## config.mk

```make
export PLATFORM = sky130hd
export DESIGN_NAME = ir_pi_steer
export DESIGN_NICKNAME = d
export VERILOG_FILES = /design/src/rtl/ir_pi_steer.sv
export SDC_FILE = /design/constraint.sdc
export NUM_CORES = 1
export LEC_CHECK = 0
export CORE_ASPECT_RATIO = 0.8
export CORE_MARGIN = 5
export CORE_UTILIZATION = 55
export DETAILED_ROUTE_END_ITERATION = 10
export PLACE_DENSITY_LB_ADDON = 0.15
export SETUP_SLACK_MARGIN = 0.5
export SYNTH_ARGS = -nofsm -noshare
export SYNTH_HDL_FRONTEND = slang
export SYNTH_SLANG_ARGS = --single-unit
```

## constraint.sdc

```tcl
create_clock -name clk -period 6.72 [get_ports clk]
set_clock_uncertainty 0.15 [all_clocks]
set_input_delay 0.672 -clock clk [delete_from_list [all_inputs] [get_ports clk]]
set_output_delay 0.672 -clock clk [all_outputs]
set_load 0.01 [all_outputs]
```

## src/rtl/ir_pi_steer.sv

```systemverilog
// rtl/ir_pi_steer.sv - IR sensor-pair sequencer with decimated PI steering loop
// Scans NPAIRS left/right IR pairs through the A2D, then computes saturated motor commands.
module ir_pi_steer #(
   parameter int          NPAIRS     = 3,
   parameter int          SETTLE_CYC = 4095,
   parameter int          GAP_CYC    = 32,
   parameter int          INT_DEC    = 4,
   parameter logic [14:0] PTERM      = 15'h3680,
   parameter logic [11:0] ITERM      = 12'h500,
   parameter logic [11:0] FWD_MAX    = 12'h700
) (
   input  logic                clk,
   input  logic                rst,
   input  logic                go,
   input  logic                clr_intgrl,
   input  logic [11:0]         A2D_res,
   input  logic                cnv_cmplt,
   output logic                strt_cnv,
   output logic [2:0]          chnnl,
   output logic [NPAIRS-1:0]   IR_en,
   output logic signed [10:0]  lft_reg,
   output logic signed [10:0]  rht_reg,
   output logic                out_vld
);

   localparam int TMAX = (SETTLE_CYC > GAP_CYC) ? SETTLE_CYC : GAP_CYC;
   localparam int TW   = $clog2(TMAX);
   localparam int KW   = (NPAIRS > 1) ? $clog2(NPAIRS) : 1;
   localparam int DW   = (INT_DEC > 1) ? $clog2(INT_DEC) : 1;

   localparam logic [TW-1:0] SET_LAST = TW'(SETTLE_CYC - 1);
   localparam logic [TW-1:0] GAP_LAST = TW'(GAP_CYC - 1);
   localparam logic [KW-1:0] K_LAST   = KW'(NPAIRS - 1);
   localparam logic [DW-1:0] D_LAST   = DW'(INT_DEC - 1);

   typedef enum logic [3:0] {
      IDLE, SETTLE, CNV_R, GAP, CNV_L, ACC_L, ERR, INTG, ICOMP, PCOMP, RHT, LFT
   } state_t;

   state_t                state_q;
   logic [TW-1:0]         timer_q;
   logic [KW-1:0]         k_q;
   logic [DW-1:0]         dec_q;
   logic signed [16:0]    accum_q;
   logic signed [11:0]    err_q;
   logic signed [11:0]    intg_q;
   logic [11:0]           fwd_q;
   logic signed [17:0]    icomp_q;
   logic signed [17:0]    pcomp_q;
   logic                  strt_q;
   logic [2:0]            chnnl_q;
   logic [NPAIRS-1:0]     ir_en_q;
   logic signed [10:0]    lft_q;
   logic signed [10:0]    rht_q;
   logic                  vld_q;

   function automatic logic signed [11:0] sat12(input logic signed [16:0] v);
      if (v > 17'sd2047)
         return 12'h7FF;
      else if (v < -17'sd2048)
         return 12'h800;
      else
         return 12'(v);
   endfunction

   function automatic logic signed [10:0] sat11(input logic signed [17:0] v);
      if (v > 18'sd1023)
         return 11'h3FF;
      else if (v < -18'sd1024)
         return 11'h400;
      else
         return 11'(v);
   endfunction

   // Pair k carries weight 2^k: right pulls the error positive, left negative.
   logic [16:0]        a2d_sh;
   logic signed [16:0] accum_add_d, accum_sub_d;
   logic signed [11:0] err_d, intg_d;
   logic signed [16:0] intg_sum;
   logic signed [27:0] err_x, pterm_x, p_prod, p_shr;
   logic signed [27:0] intg_x, iterm_x, i_prod, i_shr;
   logic signed [17:0] fwd_x, rht_sum, lft_sum;
   logic signed [10:0] rht_d, lft_d;
   logic [DW-1:0]      dec_d;

   assign a2d_sh      = {5'b0, A2D_res} << k_q;
   assign accum_add_d = accum_q + $signed(a2d_sh);
   assign accum_sub_d = accum_q - $signed(a2d_sh);
   assign err_d       = sat12(accum_q);
   assign intg_sum    = {{5{intg_q[11]}}, intg_q} + {{9{err_q[11]}}, err_q[11:4]};
   assign intg_d      = sat12(intg_sum);

   assign err_x   = {{16{err_q[11]}}, err_q};
   assign pterm_x = {13'b0, PTERM};
   assign p_prod  = err_x * pterm_x;
   assign p_shr   = p_prod >>> 13;
   assign intg_x  = {{16{intg_q[11]}}, intg_q};
   assign iterm_x = {16'b0, ITERM};
   assign i_prod  = intg_x * iterm_x;
   assign i_shr   = i_prod >>> 11;

   assign fwd_x   = {6'b0, fwd_q};
   assign rht_sum = fwd_x - pcomp_q - icomp_q;
   assign lft_sum = fwd_x + pcomp_q + icomp_q;
   assign rht_d   = sat11(rht_sum);
   assign lft_d   = sat11(lft_sum);
   assign dec_d   = (dec_q == D_LAST) ? '0 : dec_q + DW'(1);

   always_ff @(posedge clk) begin
      if (rst) begin
         state_q <= IDLE;
         timer_q <= '0;
         k_q     <= '0;
         dec_q   <= '0;
         accum_q <= '0;
         err_q   <= '0;
         intg_q  <= '0;
         fwd_q   <= '0;
         icomp_q <= '0;
         pcomp_q <= '0;
         strt_q  <= 1'b0;
         chnnl_q <= '0;
         ir_en_q <= '0;
         lft_q   <= '0;
         rht_q   <= '0;
         vld_q   <= 1'b0;
      end else begin
         strt_q <= 1'b0;
         vld_q  <= 1'b0;
         // Dropping go abandons the scan but keeps the integrator and decimator phase.
         if (state_q != IDLE && !go) begin
            state_q <= IDLE;
            ir_en_q <= '0;
            lft_q   <= '0;
            rht_q   <= '0;
            fwd_q   <= '0;
         end else begin
            case (state_q)
               IDLE: if (go) begin
                  accum_q <= '0;
                  k_q     <= '0;
                  ir_en_q <= NPAIRS'(1);
                  chnnl_q <= 3'd0;
                  timer_q <= '0;
                  state_q <= SETTLE;
               end
               SETTLE: begin
                  timer_q <= timer_q + TW'(1);
                  if (timer_q == SET_LAST) begin
                     strt_q  <= 1'b1;
                     state_q <= CNV_R;
                  end
               end
               CNV_R: if (cnv_cmplt) begin
                  accum_q <= accum_add_d;
                  timer_q <= '0;
                  state_q <= GAP;
               end
               GAP: begin
                  timer_q <= timer_q + TW'(1);
                  if (timer_q == GAP_LAST) begin
                     strt_q  <= 1'b1;
                     chnnl_q <= chnnl_q | 3'd1;
                     state_q <= CNV_L;
                  end
               end
               CNV_L: if (cnv_cmplt) begin
                  accum_q <= accum_sub_d;
                  if (k_q == K_LAST) begin
                     ir_en_q <= '0;
                     state_q <= ERR;
                  end else begin
                     k_q     <= k_q + KW'(1);
                     ir_en_q <= NPAIRS'(1) << (k_q + KW'(1));
                     chnnl_q <= 3'(k_q + KW'(1)) << 1;
                     timer_q <= '0;
                     state_q <= SETTLE;
                  end
               end
               ERR: begin
                  err_q   <= err_d;
                  dec_q   <= dec_d;
                  state_q <= INTG;
               end
               INTG: begin
                  if (clr_intgrl)
                     intg_q <= '0;
                  else if (dec_q == '0)
                     intg_q <= intg_d;
                  if (dec_q == '0 && fwd_q < FWD_MAX)
                     fwd_q <= fwd_q + 12'd1;
                  state_q <= ICOMP;
               end
               ICOMP: begin
                  icomp_q <= 18'(i_shr);
                  state_q <= PCOMP;
               end
               PCOMP: begin
                  pcomp_q <= 18'(p_shr);
                  state_q <= RHT;
               end
               RHT: begin
                  rht_q   <= rht_d;
                  state_q <= LFT;
               end
               LFT: begin
                  lft_q   <= lft_d;
                  vld_q   <= 1'b1;
                  state_q <= IDLE;
               end
               default: state_q <= IDLE;
            endcase
         end
      end
   end

   assign strt_cnv = strt_q;
   assign chnnl    = chnnl_q;
   assign IR_en    = ir_en_q;
   assign lft_reg  = lft_q;
   assign rht_reg  = rht_q;
   assign out_vld  = vld_q;

endmodule
```

==> reports/qor.yml, run 1 <==
layout:
  largest_reg_flops: 17
  num-fill-cells: 1869
  layout_commonest_cell: "inv_1"
  nNetsFinal: 1657
  num_antenna_cells: 0
  layout_common_cells: "155 x inv_1, 144 x ha_1, 142 x nand2_1"
  area_growth_pct: 10.4
  instances_no_fill: 1720
  top_register: "accum_q"
  reg.largest.list: "accum_q: 17 flops, pcomp_q: 14 flops, icomp_q: 13 flops"
  final_area_sq_mm: 0.0130
  drive_gt1_share_pct: 4.41
detailed_routing:
  drt-wirelength-per-cell_microns: 15.7
  drt_first_iter_violations: 579
  met2_length_microns: 11800
  via_per_inst: 5.73
  drc_errors: 0
  wl_microns: 27000
  num_vias: 9857
  highest_layer: "met4"
  wl_met1_microns: 13900
  ant_nets: 0
  first_pass_iters: 5
  wl_met3_microns: 989
die:
  ioPinCount: 47
  std_cell_rows: 47
  start_util_pct: 56.3
  core_area_sq_mm: 0.0209
  die_x_microns: 173
  die_h_microns: 141
  design.die.area_sq_mm: 0.0244
setup_path:
  path_cells: "ha_1, fa_1, inv_1, fa_1, fa_1, inv_1, ha_1, a21o_1, a21o_1, a21o_1, a21oi_1, a21oi_1, or3_1, or4_1, o31ai_1"
  crit_arrival_ps: 5010
  crit_required_ps: 6910
  crit_path_max_incr_delay_ps: 550
  crit_path_start_kind: "flip-flop"
  cpMaxStageDelayCell: "fa_1"
  cp_max_fo: 6
  worstSetupPathType: "reg2reg"
  critPathCaptureType: "flip-flop"
logic_synthesis:
  syn_area_per_cell_sq_um: 8.30
  syn-num-nets: 1636
  yosys_warnings: 0
  synth_cell_types: 83
  synth_edf_count: 0
  synthFlopType: "dfxtp_1"
  seq_area_frac_synth_pct: 22.1
  synth_area_sq_mm: 0.0118
  ys_ff_latch: 130
  synth_cells: 1417
  postSynth.asyncResetShare_pct: 0
clock_tree:
  cts_max_path_buffers: 2
  cts_num_sinks: 130
  cts_resized: 0
  cts.hold.buffers_added: 0
  cts_buffers: 17
  clk_pin_slew_ps: 60
  clk-insertion-delay-late_ps: 430
  cts_max_level: 4
  cts_tree: "done"
  cts-root-buf: "clkbuf_16"
  post-cts-setup-buffer-count: 0
placed_design:
  portBuffers: 46
  globalplace.congestion: 0.891
  dpl_cell_area_sq_mm: 0.0124
  hpwl_microns: 21000
  dp_cells: 1688
pwr:
  swShare_pct: 27.1
  p_int_mw: 1.30
  switchingPower_mw: 0.486
  power.static_leakage_nw: 5.71
  p_clk_share_pct: 51.8
  finalPower_mw: 1.79
  p_per_area_mw_per_mm2: 138
  pwr-share-seq_pct: 43.4
  ir_worst_vdd_v: 0.000163
  power_frac_comb_pct: 4.8
job:
  cap_violations: 0
timing:
  worst_slew_pin_slew_ps: 1060
  maxSlewHeadroom_pct: 28.8
  fmax_mhz: 207
  setup_viol: 0
  hold_viol: 0
  rsz0062_at_grt: "false"
  final_max_slew_viol_count: 0
  period_share_pct: 71.7
  period_needed_ps: 4820
  setup_tns_ps: 0
global_routing:
  grt_pass1_vias: 9460
  grt.total_usage_pct: 22.8
  antenna_found_initial: 0
  grt-ovfl-total: 0
  grt_pass1_wl_microns: 46600
  grt_max_degree: 84
hold_path:
  hold_class: "reg2reg"
run_status:
  outcome: "finished clean"
==> logic make-up (layout without fill, tap and decap cells) <==
| kind of cell | after synthesis | after routing | share of synthesized area (%) |
|---|---|---|---|
| AOI/OAI and AO/OA | 341 | 341 | 19.0 |
| DFF | 130 | 130 | 22.1 |
| muxes | 18 | 18 | 2.62 |
| buffers and inverters | 206 | 240 | 6.69 |
| xor gates and xnor gates | 90 | 90 | 6.70 |
| and+or+nand+nor | 424 | 424 | 17.2 |
| adders and majority gates | 208 | 208 | 25.7 |
==> synth_stat cells (4+ instances only) <==
master	instances	area, sq um
ha_1	144	1800
o21ai_0	47	235
nand2_1	142	533
inv_1	155	582
o21a_1	11	82.6
mux2i_1	6	60.1
nor4_1	5	31.3
and3_1	17	106
a21oi_1	111	556
and2_1	11	68.8
nand3_1	37	185
nand4_1	12	75.1
a31oi_1	17	106
fa_1	58	1160
o21ai_1	11	55.1
or4_1	5	37.5
o22ai_1	12	75.1
nor2_1	105	394
a32o_1	4	40.0
a22oi_1	19	143
o211ai_1	17	128
nor2b_1	15	93.8
nand2b_1	23	144
or3_1	13	81.3
buf_2	5	25.0
dfxtp_1	130	2600
o21bai_1	6	45.0
mux4_1	6	158
nand3b_1	6	45.0
clkbuf_1	41	154
a211oi_1	12	90.1
nor3_1	16	80.1
a21o_1	24	180
xor2_1	40	350
maj3_1	6	60.1
xnor2_1	50	438
==> through the flow <==
step                      hold slack [ps]  setup slack [ps]  utilization, %
final                                 313              1900            62.2
after global routing                  342              1610            62.2
after CTS                             312              1890            62.2
after detailed placement              300              1870            59.4
after global placement                296              1920            59.4
after floorplan                       299              2190               -
==> power groups by stage <==
stage / Clock [mW] / Combinational (mW) / Sequential, mW
6_report: 0.927 / 0.0864 / 0.777
5_1_grt: 0.983 / 0.0959 / 0.777
4_1_cts: 0.942 / 0.0865 / 0.777
3_5_place_dp: 0 / 0.0862 / 0.794
3_3_place_gp: 0 / 0.0850 / 0.794
2_1_floorplan: 0 / 0.0592 / 0.793
==> area by class of cell <==
type / instances / area, sq um / area share (%)
multi-input cells: 1081 / 8380 / 64.5
flip-flops and latches: 130 / 2600 / 20.1
inverters: 158 / 593 / 4.57
repair buffers: 50 / 485 / 3.74
clock buffers: 17 / 425 / 3.28
well taps: 269 / 337 / 2.59
clock inverters: 15 / 158 / 1.21
==> worst max-delay path: cells and delay by family (launching register included) <==
| kind | cells | cell delay, ps |
|---|---|---|
| fa+ha+maj | 5 | 2230 |
| flops | 1 | 470 |
| buf+inv | 2 | 90 |
| compound gates | 6 | 910 |
| simple gates | 2 | 860 |
==> path summary, 6_finish.rpt <==
path | from | end | slack, ps | depth (start not counted)
max | err_q[5] | pcomp_q[11] | 1900 | 15
max reg2reg | err_q[5] | pcomp_q[11] | 1900 | 15
min | lft_reg[10] | lft_reg[10] | 310 | 2
min reg2reg | lft_reg[10] | lft_reg[10] | 310 | 2
==> layer usage <==
layer / GRT usage (%) / up-vias
met3: 3.77 / 29
met4: 4.95 / 0
met2: 36.1 / 165
met1: 33.1 / 4684
li1: - / 4979
met5: 0 / -
(Power assumes the default switching activity.)
==> inputs of run 2 (changes only) <==
==> constraint.sdc (replaced) <==
create_clock -name clk -period 4.85 [get_ports clk]
set_clock_uncertainty 0.15 [all_clocks]
set_input_delay 0.485 -clock clk [delete_from_list [all_inputs] [get_ports clk]]
set_output_delay 0.485 -clock clk [all_outputs]
set_load 0.01 [all_outputs]
==> run 2 against run 1 <==
  * Critical path depth did not move
  * Final cell count up 1.3%
  * First-iteration DRC count rose by 10%
  * Utilization grew 2.4 points
  * Sequential power grew 38%
  * Sequential share of layout area fell by 0.49 points
  * Clock power rose by 40%
  * Clock-buffer cell count is the same
  * Register-to-register slack worse by 1400 ps
  * Global-route usage up 0.43 points
  * Largest power group unchanged
  * Worst setup slack got worse by 1400 ps
==> reports/qor.yml, run 2 (synthesis results as in run 1) <==
pwr:
  power_frac_comb_pct: 4.8
  p_int_mw: 1.80
  swShare_pct: 27.7
  power.static_leakage_nw: 5.84
  pwr-share-seq_pct: 43.0
  p_clk_share_pct: 52.2
  ir_worst_vdd_v: 0.000229
  p_per_area_mw_per_mm2: 185
  switchingPower_mw: 0.692
die:
  design.die.area_sq_mm: 0.0244
  ioPinCount: 47
  std_cell_rows: 47
  die_x_microns: 173
  start_util_pct: 56.3
  die_h_microns: 141
  core_area_sq_mm: 0.0209
clock_tree:
  clk_pin_slew_ps: 70
  cts_tree: "done"
  cts_max_path_buffers: 2
  clk-insertion-delay-late_ps: 440
  cts_buffers: 17
  cts-root-buf: "clkbuf_16"
  cts_num_sinks: 130
  cts_max_level: 4
layout:
  layout_commonest_cell: "inv_1"
  regArea_sq_mm: 0.00264
  num-fill-cells: 1750
  drive_gt1_share_pct: 9.43
  layout_common_cells: "152 x inv_1, 140 x nand2_1, 129 x ha_1"
  multi_input_area_sq_mm: 0.00866
  nNetsFinal: 1680
  top_register: "accum_q"
  num_antenna_cells: 0
  reg.largest.list: "accum_q: 17 flops, pcomp_q: 14 flops, icomp_q: 13 flops"
  largest_reg_flops: 17
  area_growth_pct: 14.6
timing:
  period_needed_ps: 4380
  setup_tns_ps: 0
  rsz0062_at_grt: "true"
  final_max_slew_viol_count: 0
  setup_viol: 0
  fin_ws_ps: 470
  maxSlewHeadroom_pct: 31.8
  period_share_pct: 90.3
  worst_slew_pin_slew_ps: 1010
  fmax_mhz: 228
  hold_viol: 0
detailed_routing:
  drc_errors: 0
  via_per_inst: 5.76
  ant_nets: 0
  drt_first_iter_violations: 637
  wl_microns: 28400
  drt-wirelength-per-cell_microns: 16.3
  num_vias: 10000
  first_pass_iters: 5
placed_design:
  portBuffers: 46
  hpwl_microns: 21000
  globalplace.congestion: 0.898
  dp_slack_ps: 160
global_routing:
  grt_pass1_wl_microns: 47500
  grt.total_usage_pct: 23.3
  grt_max_degree: 50
  antenna_found_initial: 0
  grt-ovfl-total: 0
  grt_pass1_vias: 9497
  grt_util_met1_pct: 33.7
  grt_util_met3_pct: 3.64
  grt-busiest-layer: "met2"
  use_met2_pct: 36.5
setup_path:
  worstSetupPathType: "reg2reg"
  startpoint: "err_q[5]"
  rr_endpoint: "pcomp_q[11]"
  reg2reg_from: "err_q[5]"
  crit_path_start_kind: "flip-flop"
  crit_end: "pcomp_q[11]"
  crit_arrival_ps: 4580
  crit_required_ps: 5050
  cp_max_fo: 6
  critPathCaptureType: "flip-flop"
  reg2reg_slack_ps: 470
  reg2reg_depth: 15
hold_path:
  hp-start: "chnnl[2]"
  hold_class: "reg2reg"
job:
  cap_violations: 0
run_status:
  outcome: "finished clean"
run 2: changes by cell type in the layout (fill, tap and decap cells not counted), moves of 7 or more:
cell     delta
buf_4      +22
ha_1       -15
dfxtp_1    -14
ha_4       +13
dfxtp_2     +7
dfxtp_4     +7
run 2: how the worst min path moves through the flow:
stage               depth (start not counted)         to  slack, ps
CTS                                         2   chnnl[2]        310
finish                                      2   chnnl[2]        310
detailed placement                          2   chnnl[2]        300
floorplan                                   2  err_q[11]        300
global route                                2   chnnl[2]        330
global placement                            2   chnnl[1]        300
run 2: what timing repair did:
item / in CTS / in global routing
setup buffers: 4 / 12
endpoints found under the setup margin: 6 / 21
resized for setup: 20 / 41
hold buffers: 0 / 0
pin swaps: 9 / 33
run 2: stage by stage:
stage          cell area, sq um  utilization [%]  cells  total power, mW  hold WS, ps
6_report                  13500             64.6   1743             2.49          310
5_1_grt                   13500             64.6   1743             2.56          329
4_1_cts                   13200             63.1   1730             2.51          313
3_5_place_dp              12500             59.7   1694             1.22          301
3_3_place_gp              12500             59.7   1694             1.22          298
2_1_floorplan             11800                -   1417             1.18          297
run 2: worst max-delay path, cell delays in order (launching register included):
cell and delay, ps:
dfxtp_4 380, ha_4 260, fa_1 530, inv_1 50, fa_1 450, fa_1 500
inv_2 50, ha_4 220, a21o_1 180, a21o_1 150, a21o_1 200, a21oi_2 190
a21oi_2 90, or3_1 370, or4_1 440, o31ai_2 90
run 2: power groups by stage:
stage / Combinational, mW / Clock (mW) / Sequential (mW)
after floorplan: 0.0820 / 0 / 1.10
after global placement: 0.116 / 0 / 1.10
after detailed placement: 0.118 / 0 / 1.10
after CTS: 0.118 / 1.32 / 1.07
after global routing: 0.133 / 1.36 / 1.07
final: 0.120 / 1.30 / 1.07
run 2: per-layer routing:
| layer | vias up | wire (microns) |
|---|---|---|
| met5 | - | 0 |
| li1 | 5030 | - |
| met4 | 0 | 471 |
| met2 | 211 | 12800 |
| met3 | 37 | 1290 |
| met1 | 4756 | 13800 |
run 2: cell type report:
class                      instances  share of cell area (%)
sequential                       130                    19.6
clock inverter                    15                    1.22
tap                              269                    2.50
multi-input combinational       1081                    64.2
inverter                         158                    4.42
clock buffer                      17                    3.16
timing repair buffer              73                    4.92
